**config.mk**
```make
export PLATFORM = sky130hd
export DESIGN_NAME = padovan_seq_ctrl_flat
export DESIGN_NICKNAME = d
export VERILOG_FILES = /design/src/rtl/padovan_seq_ctrl_if.sv /design/src/rtl/padovan_seq_ctrl.sv /design/src/flat_wrapper.sv
export SDC_FILE = /design/constraint.sdc
export NUM_CORES = 1
export LEC_CHECK = 0
export BUFFER_PORTS_ARGS = -buffer_cell sky130_fd_sc_hd__clkbuf_2
export CAP_MARGIN = 20
export CORE_MARGIN = 10
export CORE_UTILIZATION = 49
export DETAILED_ROUTE_END_ITERATION = 8
export PLACE_DENSITY = 0.85
export SYNTH_ARGS = -nofsm -noshare
export SYNTH_HDL_FRONTEND = slang
export SYNTH_SLANG_ARGS = --single-unit
```
**constraint.sdc**
```tcl
create_clock -name clk -period 2.3 [get_ports clk]
set_clock_uncertainty 0.15 [all_clocks]
set_input_delay 0.46 -clock clk [delete_from_list [all_inputs] [get_ports clk]]
set_output_delay 0.46 -clock clk [all_outputs]
set_load 0.05 [all_outputs]
```
**src/rtl/padovan_seq_ctrl_if.sv**
```systemverilog
// Handshake and select bus between the Padovan sequencer and its controller.
// The controller side (master) drives start/mode/count/stall; the sequencer
// side (slave) drives the decoder/ALU selects and status.
interface padovan_seq_ctrl_if #(
    parameter int SELECTIONALU  = 3,
    parameter int SELECTIONDECO = 3,
    parameter int CNTW          = 8
);
    logic                     iStart;
    logic [1:0]               iMode;
    logic [CNTW-1:0]          iCount;
    logic                     iStall;
    logic [SELECTIONDECO-1:0] sSelDecoA;
    logic [SELECTIONDECO-1:0] sSelDecoB;
    logic [SELECTIONDECO-1:0] sSelDecoC;
    logic [SELECTIONALU-1:0]  sSelAlu;
    logic                     oBusy;
    logic                     oDone;
    logic [CNTW-1:0]          oStep;

    modport master (
        output iStart, iMode, iCount, iStall,
        input  sSelDecoA, sSelDecoB, sSelDecoC, sSelAlu, oBusy, oDone, oStep
    );

    modport slave (
        input  iStart, iMode, iCount, iStall,
        output sSelDecoA, sSelDecoB, sSelDecoC, sSelAlu, oBusy, oDone, oStep
    );
endinterface

```
**src/rtl/padovan_seq_ctrl.sv**
```systemverilog
// Control FSM for the Padovan register-file/ALU datapath. Walks the window
// R0..R3 = P(k)..P(k+3) up and/or down by a latched step count, with a
// start/busy/done handshake and a stall that freezes state and blocks writes.
module padovan_seq_ctrl #(
    parameter int SELECTIONALU  = 3,
    parameter int SELECTIONDECO = 3,
    parameter int CNTW          = 8
) (
    input  logic                clk,
    input  logic                lowRst,
    padovan_seq_ctrl_if.slave   bus
);
    localparam int DW = SELECTIONDECO;
    localparam int AW = SELECTIONALU;

    localparam logic [DW-1:0] NOP_C    = '1;
    localparam logic [DW-1:0] UNUSED_B = '1;
    localparam logic [AW-1:0] ALU_PASS = AW'(0);
    localparam logic [AW-1:0] ALU_SUB  = AW'(1);
    localparam logic [AW-1:0] ALU_ADD  = AW'(2);

    localparam logic [3:0] IDLE   = 4'd0;
    localparam logic [3:0] INIT0  = 4'd1;
    localparam logic [3:0] INIT1  = 4'd2;
    localparam logic [3:0] INIT2  = 4'd3;
    localparam logic [3:0] INIT3  = 4'd4;
    localparam logic [3:0] UP_SH0 = 4'd5;
    localparam logic [3:0] UP_SH1 = 4'd6;
    localparam logic [3:0] UP_SH2 = 4'd7;
    localparam logic [3:0] UP_ADD = 4'd8;
    localparam logic [3:0] DN_SUB = 4'd9;
    localparam logic [3:0] DN_SH3 = 4'd10;
    localparam logic [3:0] DN_SH2 = 4'd11;
    localparam logic [3:0] DN_SH1 = 4'd12;
    localparam logic [3:0] DN_SH0 = 4'd13;
    localparam logic [3:0] DONE   = 4'd14;

    logic [3:0]      state, nxt;
    logic [CNTW-1:0] step, nstep, inc;
    logic [1:0]      mode_q;
    logic [CNTW-1:0] n_q;
    logic            active;

    logic [DW-1:0]   a, b, c;
    logic [AW-1:0]   alu;

    assign inc    = step + CNTW'(1);
    assign active = (state != IDLE) && (state != DONE);

    // Successor of each sequencing state, including the step-count phase ends
    always_comb begin
        nxt   = state;
        nstep = step;
        case (state)
            INIT0:  nxt = INIT1;
            INIT1:  nxt = INIT2;
            INIT2:  nxt = INIT3;
            INIT3:  nxt = (n_q == '0) ? DONE : UP_SH0;
            UP_SH0: nxt = UP_SH1;
            UP_SH1: nxt = UP_SH2;
            UP_SH2: nxt = UP_ADD;
            UP_ADD: begin
                nstep = inc;
                if (inc != n_q) begin
                    nxt = UP_SH0;
                end else if (mode_q == 2'b10) begin
                    // combined mode: UP phase done, count the DOWN phase afresh
                    nstep = '0;
                    nxt   = DN_SUB;
                end else begin
                    nxt = DONE;
                end
            end
            DN_SUB: nxt = DN_SH3;
            DN_SH3: nxt = DN_SH2;
            DN_SH2: nxt = DN_SH1;
            DN_SH1: nxt = DN_SH0;
            DN_SH0: begin
                nstep = inc;
                nxt   = (inc == n_q) ? DONE : DN_SUB;
            end
            default: nxt = state;
        endcase
    end

    // State, step counter and latched job parameters
    always_ff @(posedge clk) begin
        if (!lowRst) begin
            state  <= IDLE;
            step   <= '0;
            mode_q <= '0;
            n_q    <= '0;
        end else begin
            case (state)
                IDLE: begin
                    if (bus.iStart) begin
                        mode_q <= bus.iMode;
                        n_q    <= bus.iCount;
                        step   <= '0;
                        if (bus.iMode == 2'b01)
                            state <= (bus.iCount == '0) ? DONE : DN_SUB;
                        else
                            state <= INIT0;
                    end
                end
                DONE: state <= IDLE;
                default: begin
                    if (!bus.iStall) begin
                        state <= nxt;
                        step  <= nstep;
                    end
                end
            endcase
        end
    end

    // Moore decode of selects per state
    always_comb begin
        a   = '0;
        b   = UNUSED_B;
        c   = NOP_C;
        alu = ALU_PASS;
        case (state)
            INIT0:  begin a = DW'(6); c = DW'(0); end
            INIT1:  begin a = DW'(6); c = DW'(1); end
            INIT2:  begin a = DW'(6); c = DW'(2); end
            INIT3:  begin a = DW'(0); b = DW'(1); c = DW'(3); alu = ALU_ADD; end
            UP_SH0: begin a = DW'(1); c = DW'(0); end
            UP_SH1: begin a = DW'(2); c = DW'(1); end
            UP_SH2: begin a = DW'(3); c = DW'(2); end
            UP_ADD: begin a = DW'(0); b = DW'(1); c = DW'(3); alu = ALU_ADD; end
            DN_SUB: begin a = DW'(3); b = DW'(1); c = DW'(4); alu = ALU_SUB; end
            DN_SH3: begin a = DW'(2); c = DW'(3); end
            DN_SH2: begin a = DW'(1); c = DW'(2); end
            DN_SH1: begin a = DW'(0); c = DW'(1); end
            DN_SH0: begin a = DW'(4); c = DW'(0); end
            default: begin a = '0; b = '0; end
        endcase
    end

    // A stalled cycle keeps its read selects but must not write
    assign bus.sSelDecoA = a;
    assign bus.sSelDecoB = b;
    assign bus.sSelDecoC = (active && bus.iStall) ? NOP_C : c;
    assign bus.sSelAlu   = alu;
    assign bus.oBusy     = active;
    assign bus.oDone     = (state == DONE);
    assign bus.oStep     = step;
endmodule

```
**src/flat_wrapper.sv**
```systemverilog
// flat-port wrapper written by rule: the top's interface ports become plain ports
module padovan_seq_ctrl_flat 
#(
    parameter int SELECTIONALU  = 3,
    parameter int SELECTIONDECO = 3,
    parameter int CNTW          = 8
)
  (clk, lowRst, bus_iStart, bus_iMode, bus_iCount, bus_iStall, bus_sSelDecoA, bus_sSelDecoB, bus_sSelDecoC, bus_sSelAlu, bus_oBusy, bus_oDone, bus_oStep);
  padovan_seq_ctrl_if #(.SELECTIONALU(SELECTIONALU), .SELECTIONDECO(SELECTIONDECO), .CNTW(CNTW)) bus_i ();
  input  logic clk;
  input  logic lowRst;
  input wire logic [$bits(bus_i.iStart)-1:0] bus_iStart;
  input wire logic [$bits(bus_i.iMode)-1:0] bus_iMode;
  input wire logic [$bits(bus_i.iCount)-1:0] bus_iCount;
  input wire logic [$bits(bus_i.iStall)-1:0] bus_iStall;
  output wire logic [$bits(bus_i.sSelDecoA)-1:0] bus_sSelDecoA;
  output wire logic [$bits(bus_i.sSelDecoB)-1:0] bus_sSelDecoB;
  output wire logic [$bits(bus_i.sSelDecoC)-1:0] bus_sSelDecoC;
  output wire logic [$bits(bus_i.sSelAlu)-1:0] bus_sSelAlu;
  output wire logic [$bits(bus_i.oBusy)-1:0] bus_oBusy;
  output wire logic [$bits(bus_i.oDone)-1:0] bus_oDone;
  output wire logic [$bits(bus_i.oStep)-1:0] bus_oStep;
  assign bus_i.iStart = bus_iStart;
  assign bus_i.iMode = bus_iMode;
  assign bus_i.iCount = bus_iCount;
  assign bus_i.iStall = bus_iStall;
  assign bus_sSelDecoA = bus_i.sSelDecoA;
  assign bus_sSelDecoB = bus_i.sSelDecoB;
  assign bus_sSelDecoC = bus_i.sSelDecoC;
  assign bus_sSelAlu = bus_i.sSelAlu;
  assign bus_oBusy = bus_i.oBusy;
  assign bus_oDone = bus_i.oDone;
  assign bus_oStep = bus_i.oStep;
  padovan_seq_ctrl #(.SELECTIONALU(SELECTIONALU), .SELECTIONDECO(SELECTIONDECO), .CNTW(CNTW)) u_core (.clk(clk), .lowRst(lowRst), .bus(bus_i));
endmodule
```
# After elaboration in Yosys (flattened, before gate mapping)

Index checks and enable logic that the tools add are counted.

ROM bits: 0
Bits in latches: 0
Logic and storage cells: 71
Output and inout port bits: 22
Bits in writable memories: 0
Register bits after elaboration: 22
Memories: 0
Input bits: 14

Add/subtract/negate cells: 1
Multipliers: 0
Equal/unequal tests: 22
Bitwise logic cells: 1
Muxes and demuxes: 21
Div/mod/pow operators: 0
Reduce and logical (&&, ||, !) cells: 22
Magnitude comparators: 0
Shift operators: 0

Operators by type and width:

| kind                | number |
|---|---|
| $pmux 4 s13         | 1 |
| $mux 8              | 4 |
| $pmux 8 s2          | 2 |
| $pmux 3 s5          | 2 |
| $eq 4x4->1 const B  | 7 |
| $mux 4              | 5 |
| $reduce_or 3->1     | 6 |
| $eq 4x3->1 const B  | 4 |
| $logic_not 8->1     | 2 |
| $reduce_bool 15->1  | 1 |
| $mux 3              | 4 |
| $reduce_or 10->1    | 1 |
| $add 8x1->8 const B | 1 |
| $eq 4x2->1 const B  | 2 |
| $eq 8x8->1          | 1 |
| $ne 8x8->1          | 1 |
| $pmux 4 s2          | 1 |
| $reduce_or 2->1     | 4 |
| $pmux 3 s2          | 1 |
| $eq 4x1->1 const B  | 1 |
| $logic_not 4->1     | 1 |
| $ne 4x4->1 const B  | 1 |
| $pmux 2 s2          | 1 |
| $reduce_and 4->1    | 1 |
| 11 further kinds    | 12 |

# Logic depth before layout (Yosys ltp)

Gate-level depths: netlist of run 1.

Depth after elaboration: 6
Depth in mapped cells: 8
Depth with buffers taken out: 8

# Least setup slack after synthesis of run 1

Ideal clock, no wire load.

Path kind: register to output
Start point: reg u_core.state[1]
End point: out bus_sSelDecoB[2]
Stages on the path, launching flop included: 7
Required time: 1.690 ns
Arrival: 2.298 ns
Buffers on the path: 4
Path slack: -0.608 ns
Cell sequence: dfxtp_1 clkbuf_1 clkbuf_1 buf_1 nor3_1 a21oi_1 buf_4

Longest elaborated chain between the ends: 3
Elaborated cells on any way between the ends: 16
Those cells by class: 13 x eq/ne; 1 x mux; 2 x reduce/logical

Ends and longest elaborated chain:

| item                                                                 | line                    | text |
|---|---|---|
| start: declaration                                                   | padovan_seq_ctrl.sv:38  | `logic [3:0] state, nxt;` |
| start signal: assignment                                             | padovan_seq_ctrl.sv:101 | `state <= (bus.iCount == '0) ? DONE : DN_SUB;` |
| start signal: assignment                                             | padovan_seq_ctrl.sv:109 | `state <= nxt;` |
| $eq 4x4->1 (tied with other cells)                                   | padovan_seq_ctrl.sv:123 | `case (state)` |
| $reduce_or 10->1 (no line) / $reduce_or 3->1 (equally long branches) | --                      |  |
| $pmux 3 s2 (*)                                                       | padovan_seq_ctrl.sv:123 |  |
| end: declaration                                                     | flat_wrapper.sv:17      | `output wire logic [$bits(bus_i.sSelDecoB)-1:0] bus_sSelDecoB;` |

Mark *: on every way between the ends. The rest lies on a longest branch, timed or not.

# Worst setup path after layout of run 1

Start point: reg u_core.step[1] (netlist: u_core.bus.oStep[1])
End point: reg u_core.step[2] (netlist: u_core.bus.oStep[2])

Longest elaborated chain between the ends: 6
Elaborated cells on any way between the ends: 7
Those cells by class: 1 x add/sub; 1 x eq/ne; 5 x mux

Ends and longest elaborated chain:

| item                                        | line                                           | text |
|---|---|---|
| start: declaration                          | padovan_seq_ctrl.sv:39                         | `logic [CNTW-1:0] step, nstep, inc;` |
| start signal: assignment                    | padovan_seq_ctrl.sv:110                        | `step <= nstep;` |
| $add 8x1->8 (*)                             | padovan_seq_ctrl.sv:47                         | `assign inc = step + CNTW'(1);` |
| $ne 8x8->1 / $mux 8 (equally long branches) | padovan_seq_ctrl.sv:64, padovan_seq_ctrl.sv:66 |  |
| $mux 8                                      | padovan_seq_ctrl.sv:64                         | `if (inc != n_q) begin` |
| $pmux 8 s2 (*)                              | padovan_seq_ctrl.sv:54                         | `case (state)` |
| $mux 8 (*)                                  | padovan_seq_ctrl.sv:108                        | `if (!bus.iStall) begin` |
| $pmux 8 s2 (*)                              | padovan_seq_ctrl.sv:94                         | `case (state)` |

Mark *: on every way between the ends. The rest lies on a longest branch, timed or not. The select of a mux whose other input is x is not followed.
A chain may end at the register's enable or synchronous reset.

==> run_results.csv, run 1 <==
group,metric,value,unit
grt,grt_pass1_wl,8710,um
run_status,status,"finished with violations",
timing,hold_viol_final,0,
hold_path,hold_start,"bus_iCount[0]",
die,die_h,79.1,um
hold_path,hold_class,"input port to flop",
grt,antenna_found_initial,0,
logic_synthesis,async_flop_share,0,%
pwr,vdd_ir_drop_max,0.00154,V
worst_setup_path,critPathSlowestCell,"dfxtp_4",
timing,rsz0062_at_grt,"yes",
drt,viasPerCell,6.17,
cts,htreeDepth,1,
grt,grt_usage,16.6,%
timing,period_needed,2.49,ns
timing,max_freq,0.401,GHz
logic_synthesis,netlist_instances,229,
final_layout,final_util,68.5,%
logic_synthesis,synth-xor-area-share,3.59,%
logic_synthesis,postSynthAreaPerCell,7.46,um2
die,rows,21,
die,io_pins,36,
final_layout,fin_nets,298,
grt,grt_pass1_vias,1871,
flow_run,maxCapViolCount,0,
cts,root_buffer,"clkbuf_4",
placement,dp_hpwl,3870,um
worst_setup_path,cp-end-kind,"flop",
cts,clkLatencyLatePin,0.33,ns
placement,placed_area,0.00210,mm2
cts,cts_tree,"built",
cts,cts_num_sinks,22,
worst_setup_path,crit_path_max_fanout,4,
timing,setup_viol,12,
worst_setup_path,critPathBufInv,1,
drt,first_pass_iters,5,
placement,place_congestion,0.966,
logic_synthesis,syn_nets,244,
final_layout,drive_gt1_share,40.4,%
logic_synthesis,synthSimpleGateAreaFrac,34.0,%
timing,finalWorstSetupSlack,-0.192,ns
timing,tns,-1.43,ns
logic_synthesis,ys_types,62,
hold_path,hold-path-cell-count,3,
placement,dpl_worst_slack,-0.115,ns
drt,drc,0,
final_layout,final_common_cell,"nand2_1",
final_layout,areaGrowthSynthToFinish,34.7,%
die,dieArea,0.00625,mm2
timing,final_max_slew_viol_count,0,
worst_setup_path,reg2reg_depth,9,
drt,post_drt_wl_per_cell,17.6,um
logic_synthesis,synth_top_flop_cell,"dfxtp_1",
final_layout,layoutNonFillerInstCount,328,
logic_synthesis,synth_top_family_by_area,"simple AND/OR/NAND/NOR gates",
final_layout,layout_common_cells,"nand2_1 (34), clkbuf_2 (31), buf_4 (30)",
pwr,power.total,3.05,mW
cts,clk_pin_slew,0.13,ns
worst_setup_path,cpPeakStageDelay,0.39,ns
final_layout,n_antenna_cell,0,
final_layout,finish.instance_area,0.00230,mm2
drt,ant_nets,0,
placement,dp_cells,319,
cts,cts_buffer_depth,2,
worst_setup_path,crit_family,"compound AO/OA/AOI/OAI gates",
worst_setup_path,worstPathArrival,2.57,ns
timing,fin_crit_sh,108,%
worst_setup_path,r2r-end,"u_core.bus.oStep[2]",
grt,grt_max_degree,25,
cts,ctsHoldBuffers,0,
logic_synthesis,syn-cell-area,0.00171,mm2
timing,hold_ws,0.208,ns
logic_synthesis,synth_mux_area_share,0,%
drt,wl,5760,um
logic_synthesis,synth-seq-cells,22,
worst_setup_path,cp_cell_sequence,"ha_4 -> or3b_1 -> a211oi_2 -> nor3_2 -> nor4_4 -> buf_4 -> a31oi_4 -> a31o_1 -> a22o_1",
timing,worst-slew-pin-transition,0.683,ns
grt,grt-ovfl-total,0,
worst_setup_path,worst-setup-path-type,"flop to flop",
pwr,power_density,1320,mW/mm2
hold_path,min_to,"u_core.n_q[0]",
run_status,violations,"negative setup slack",
logic_synthesis,synth_edf_count,0,
timing,slew_headroom,54.4,%
worst_setup_path,r2r_setup_slack,-0.19,ns
die,coreArea,0.00336,mm2
die,start_util,50.8,%
logic_synthesis,synth_fa_ha_area_share,0.732,%
die,die_w,79.1,um
drt,vias,2025,
worst_setup_path,r2r-start,"u_core.bus.oStep[1]",
worst_setup_path,worstPathRequired,2.38,ns
logic_synthesis,synth_compound_area_share,28.5,%
logic_synthesis,seq_area_frac_synth,25.8,%
drt,drtIter0Drc,260,
worst_setup_path,startpoint_type,"flop",
placement,port_buffers,34,
logic_synthesis,ys_warn_count,0,
pwr,power.leakage,0.925,nW
cts,numCtsBuffers,3,
## cells in the mapped netlist, types with 2 or more instances
| cell | instances | area share, % |
|---|---|---|
| a211oi_1 | 4 | 1.8 |
| a21boi_0 | 2 | 0.88 |
| a21boi_1 | 12 | 5.3 |
| a21oi_1 | 8 | 2.3 |
| a22o_1 | 4 | 2.0 |
| a31o_1 | 3 | 1.5 |
| a31oi_1 | 4 | 1.5 |
| and3_1 | 2 | 0.73 |
| and3_4 | 2 | 1.3 |
| and4_1 | 2 | 1.0 |
| buf_1 | 2 | 0.44 |
| buf_2 | 2 | 0.59 |
| buf_4 | 2 | 0.88 |
| buf_6 | 2 | 1.3 |
| clkbuf_1 | 10 | 2.2 |
| dfxtp_1 | 22 | 26 |
| inv_1 | 8 | 1.8 |
| nand2_1 | 35 | 7.7 |
| nand2b_1 | 6 | 2.2 |
| nand3_1 | 8 | 2.3 |
| nand3b_1 | 2 | 0.88 |
| nor2_1 | 15 | 3.3 |
| nor2b_1 | 4 | 1.5 |
| nor3_1 | 5 | 1.5 |
| nor4_1 | 8 | 2.9 |
| o21a_1 | 2 | 0.88 |
| o21ai_0 | 12 | 3.5 |
| or2_2 | 2 | 0.73 |
| xnor2_1 | 4 | 2.0 |
| xor2_1 | 3 | 1.5 |
## sequential cells by signal (all words and copies together), names as in the netlist
register,count
u_core.bus.oStep,8
u_core.mode_q,2
u_core.n_q,8
u_core.state,4
## metal layers
metal / share of wire, % / track usage [%] / wire [um]
met3: 7.2 / 3.15 / 416
met4: 3.1 / 8.96 / 180
met5: 0 / 0 / 0
met2: 48 / 27.2 / 2780
met1: 41 / 19.9 / 2390
## kinds of logic after synthesis
group | count (synthesis)
AND/OR/NAND/NOR | 105
other | 1
flip-flops | 22
adder cells (fa/ha/maj) | 1
AO/OA/AOI/OAI | 67
XOR/XNOR | 7
buffers and inverters | 26
## power by group
part	total, mW	internal [mW]	switching (mW)
Sequential	0.591	0.473	0.118
Combinational	2.23	0.817	1.41
Clock	0.228	0.0970	0.131
Total	3.05	1.39	1.66
## how the worst max path moves through the flow
| stage | startpoint | endpoint | slack, ns | cells past startpoint |
|---|---|---|---|---|
| 2_1_floorplan | u_core.state[1] | bus_sSelDecoB[2] | -0.28 | 6 |
| 3_3_place_gp | u_core.bus.oStep[1] | u_core.bus.oStep[2] | -0.02 | 8 |
| 3_5_place_dp | u_core.bus.oStep[1] | u_core.bus.oStep[2] | -0.11 | 8 |
| 4_1_cts | u_core.bus.oStep[1] | u_core.bus.oStep[2] | -0.13 | 8 |
| 5_1_grt | u_core.bus.oStep[1] | u_core.state[1] | -0.25 | 10 |
| 6_report | u_core.bus.oStep[1] | u_core.bus.oStep[2] | -0.19 | 9 |
## worst register-to-register path, cell delays in order, from the launching register on
cell      delay [ns]
dfxtp_4         0.39
ha_4            0.17
or3b_1          0.38
a211oi_2        0.24
nor3_2          0.08
nor4_4          0.25
buf_4           0.18
a31oi_4         0.11
a31o_1          0.24
a22o_1          0.19
## timing repair
| item | 4_1_cts | 5_1_grt |
|---|---|---|
| cloned | 0 | 1 |
| endpoints found under the setup margin | 16 | 19 |
| setup buffers | 3 | 1 |
| pin swaps | 3 | 7 |
| gates resized for setup | 9 | 22 |
## area by class of cell
type / instances / area, um2
clock buffers: 4 / 36.3
well taps: 46 / 57.6
inverters: 8 / 30.0
fillers: 277 / 1060
repair buffers: 66 / 429
flip-flops and latches: 22 / 463
multi-input cells: 182 / 1290
(Power assumes the default switching activity.)
==> inputs of run 2 (changes only) <==
Settings changed: CELL_PAD_IN_SITES_DETAIL_PLACEMENT from default to 1, CELL_PAD_IN_SITES_GLOBAL_PLACEMENT from default to 1, CORE_UTILIZATION 49 to 35, PLACE_DENSITY 0.85 to 0.84.
==> run_results.csv, run 2 (same netlist as run 1, synthesis figures left out) <==
group,metric,value,unit
placement,dp_hpwl,4300,um
cts,cts_tree,"built",
die,dieArea,0.00808,mm2
drt,drc,0,
cts,cts_num_sinks,22,
cts,clk_pin_slew,0.09,ns
worst_setup_path,r2r-end,"u_core.bus.oStep[6]",
grt,grt_max_degree,19,
drt,ant_nets,0,
final_layout,num-fill-cells,589,
die,rows,25,
worst_setup_path,r2r-start,"u_core.bus.oStep[1]",
cts,numCtsBuffers,3,
pwr,vdd_ir_drop_max,0.000736,V
hold_path,hold_class,"input port to flop",
final_layout,final_common_cell,"nand2_1",
die,die_w,89.9,um
worst_setup_path,worst-setup-path-type,"flop to flop",
worst_setup_path,crit_path_max_fanout,5,
final_layout,n_antenna_cell,0,
final_layout,drive_gt1_share,39.6,%
pwr,combPwrFrac,70.7,%
timing,final_max_slew_viol_count,0,
final_layout,areaGrowthSynthToFinish,34.4,%
flow_run,maxCapViolCount,0,
worst_setup_path,startpoint_type,"flop",
timing,period_needed,2.48,ns
pwr,seq_power_share,19.7,%
final_layout,fin_nets,294,
drt,first_pass_iters,4,
grt,grt_usage,14.6,%
worst_setup_path,reg2reg_depth,9,
placement,port_buffers,34,
worst_setup_path,worstPathRequired,2.32,ns
worst_setup_path,r2r_setup_slack,-0.18,ns
timing,rsz0062_at_grt,"yes",
timing,finalWorstSetupSlack,-0.183,ns
grt,antenna_found_initial,0,
hold_path,hold-path-cell-count,3,
timing,tns,-1.07,ns
pwr,switching_power,1.66,mW
timing,slew_headroom,57.9,%
grt,grt_pass1_vias,2043,
die,start_util,36.2,%
cts,clkLatencyLatePin,0.27,ns
run_status,violations,"negative setup slack",
die,die_h,89.9,um
worst_setup_path,cp-end-kind,"flop",
timing,worst-slew-pin-transition,0.630,ns
die,io_pins,36,
hold_path,min_to,"u_core.n_q[2]",
pwr,intPower,1.37,mW
timing,max_freq,0.403,GHz
grt,grt_pass1_wl,10200,um
drt,vias,1925,
placement,place_congestion,0.821,
cts,htreeDepth,1,
timing,setup_viol,10,
timing,hold_viol_final,0,
grt,grt-ovfl-total,0,
hold_path,hold_start,"bus_iCount[2]",
timing,fin_crit_sh,108,%
die,coreArea,0.00472,mm2
pwr,pwr-share-clk,9.5,%
worst_setup_path,worstPathArrival,2.51,ns
cts,cts_buffer_depth,2,
pwr,power.leakage,0.910,nW
pwr,power.total,3.03,mW
run_status,status,"finished with violations",
pwr,netSwitchingFraction,54.8,%
final_layout,layout_common_cells,"nand2_1 (34), clkbuf_2 (32), buf_4 (26)",
cts,ctsHoldBuffers,0,
drt,wl,6170,um
cts,root_buffer,"clkbuf_8",
drt,post_drt_wl_per_cell,17.9,um
drt,viasPerCell,5.58,
pwr,power_density,1320,mW/mm2
drt,drtIter0Drc,180,
## run 2: critical path: stages (launching register included)
cell and delay, ns:
dfxtp_4 0.36, ha_4 0.16, nor2b_1 0.16, nor4b_2 0.39
nor3_2 0.11, nor4_4 0.30, buf_4 0.19, a31oi_4 0.11
a31o_1 0.22, a22o_1 0.22
## run 2: how the worst max path moves through the flow
stage / to / depth (start not counted) / from
6_report: u_core.bus.oStep[6] / 9 / u_core.bus.oStep[1]
5_1_grt: u_core.bus.oStep[6] / 9 / u_core.bus.oStep[1]
4_1_cts: u_core.bus.oStep[5] / 9 / u_core.bus.oStep[1]
3_5_place_dp: u_core.bus.oStep[2] / 8 / u_core.bus.oStep[1]
3_3_place_gp: u_core.bus.oStep[5] / 8 / u_core.bus.oStep[1]
2_1_floorplan: bus_sSelDecoB[2] / 6 / u_core.state[1]
## run 2: metrics by stage
step                      util (%)  hold WS [ns]  setup WS, ns  std cells  cell area (um2)
after global routing          48.6         0.282        -0.261        345             2300
final                         48.6         0.273        -0.183        345             2300
after global placement        44.8         0.291       -0.0270        338             2110
after detailed placement      44.8         0.306        -0.125        338             2110
after floorplan                  -         0.280        -0.281        229             1760
after CTS                     48.1         0.272       -0.0989        345             2270
## run 2: power groups by stage
stage                     clock network (mW)  logic [mW]  registers (mW)
final                                  0.289        2.15           0.598
after global routing                   0.311        2.30           0.609
after CTS                              0.289        2.10           0.584
after detailed placement                   0        1.99           0.584
after global placement                     0        1.94           0.578
after floorplan                            0        1.46           0.551
## run 2: metal layers
metal / up-vias / routed length, um / global-route usage, %
met1: 926 / 2700 / 17.3
met5: - / 0 / 0
met2: 48 / 3090 / 25.5
met3: 12 / 284 / 2.99
met4: 0 / 98 / 4.77
li1: 939 / - / -
## run 2: cell type report
cell class	count	area, um2	share of cell area (%)
Multi-Input combinational cell	182	1270	55.4
Inverter	8	30.0	1.31
Clock buffer	4	55.1	2.40
Timing Repair Buffer	62	397	17.3
Sequential cell	22	459	20.0
Tap cell	67	83.8	3.65
## run 2: what timing repair did
action / CTS / global route
endpoints found under the setup margin: 10 / 19
hold endpoints to repair: 0 / 0
resized for setup: 16 / 9
pin swaps: 2 / 3
setup buffers: 2 / 0
gates cloned: 1 / 0
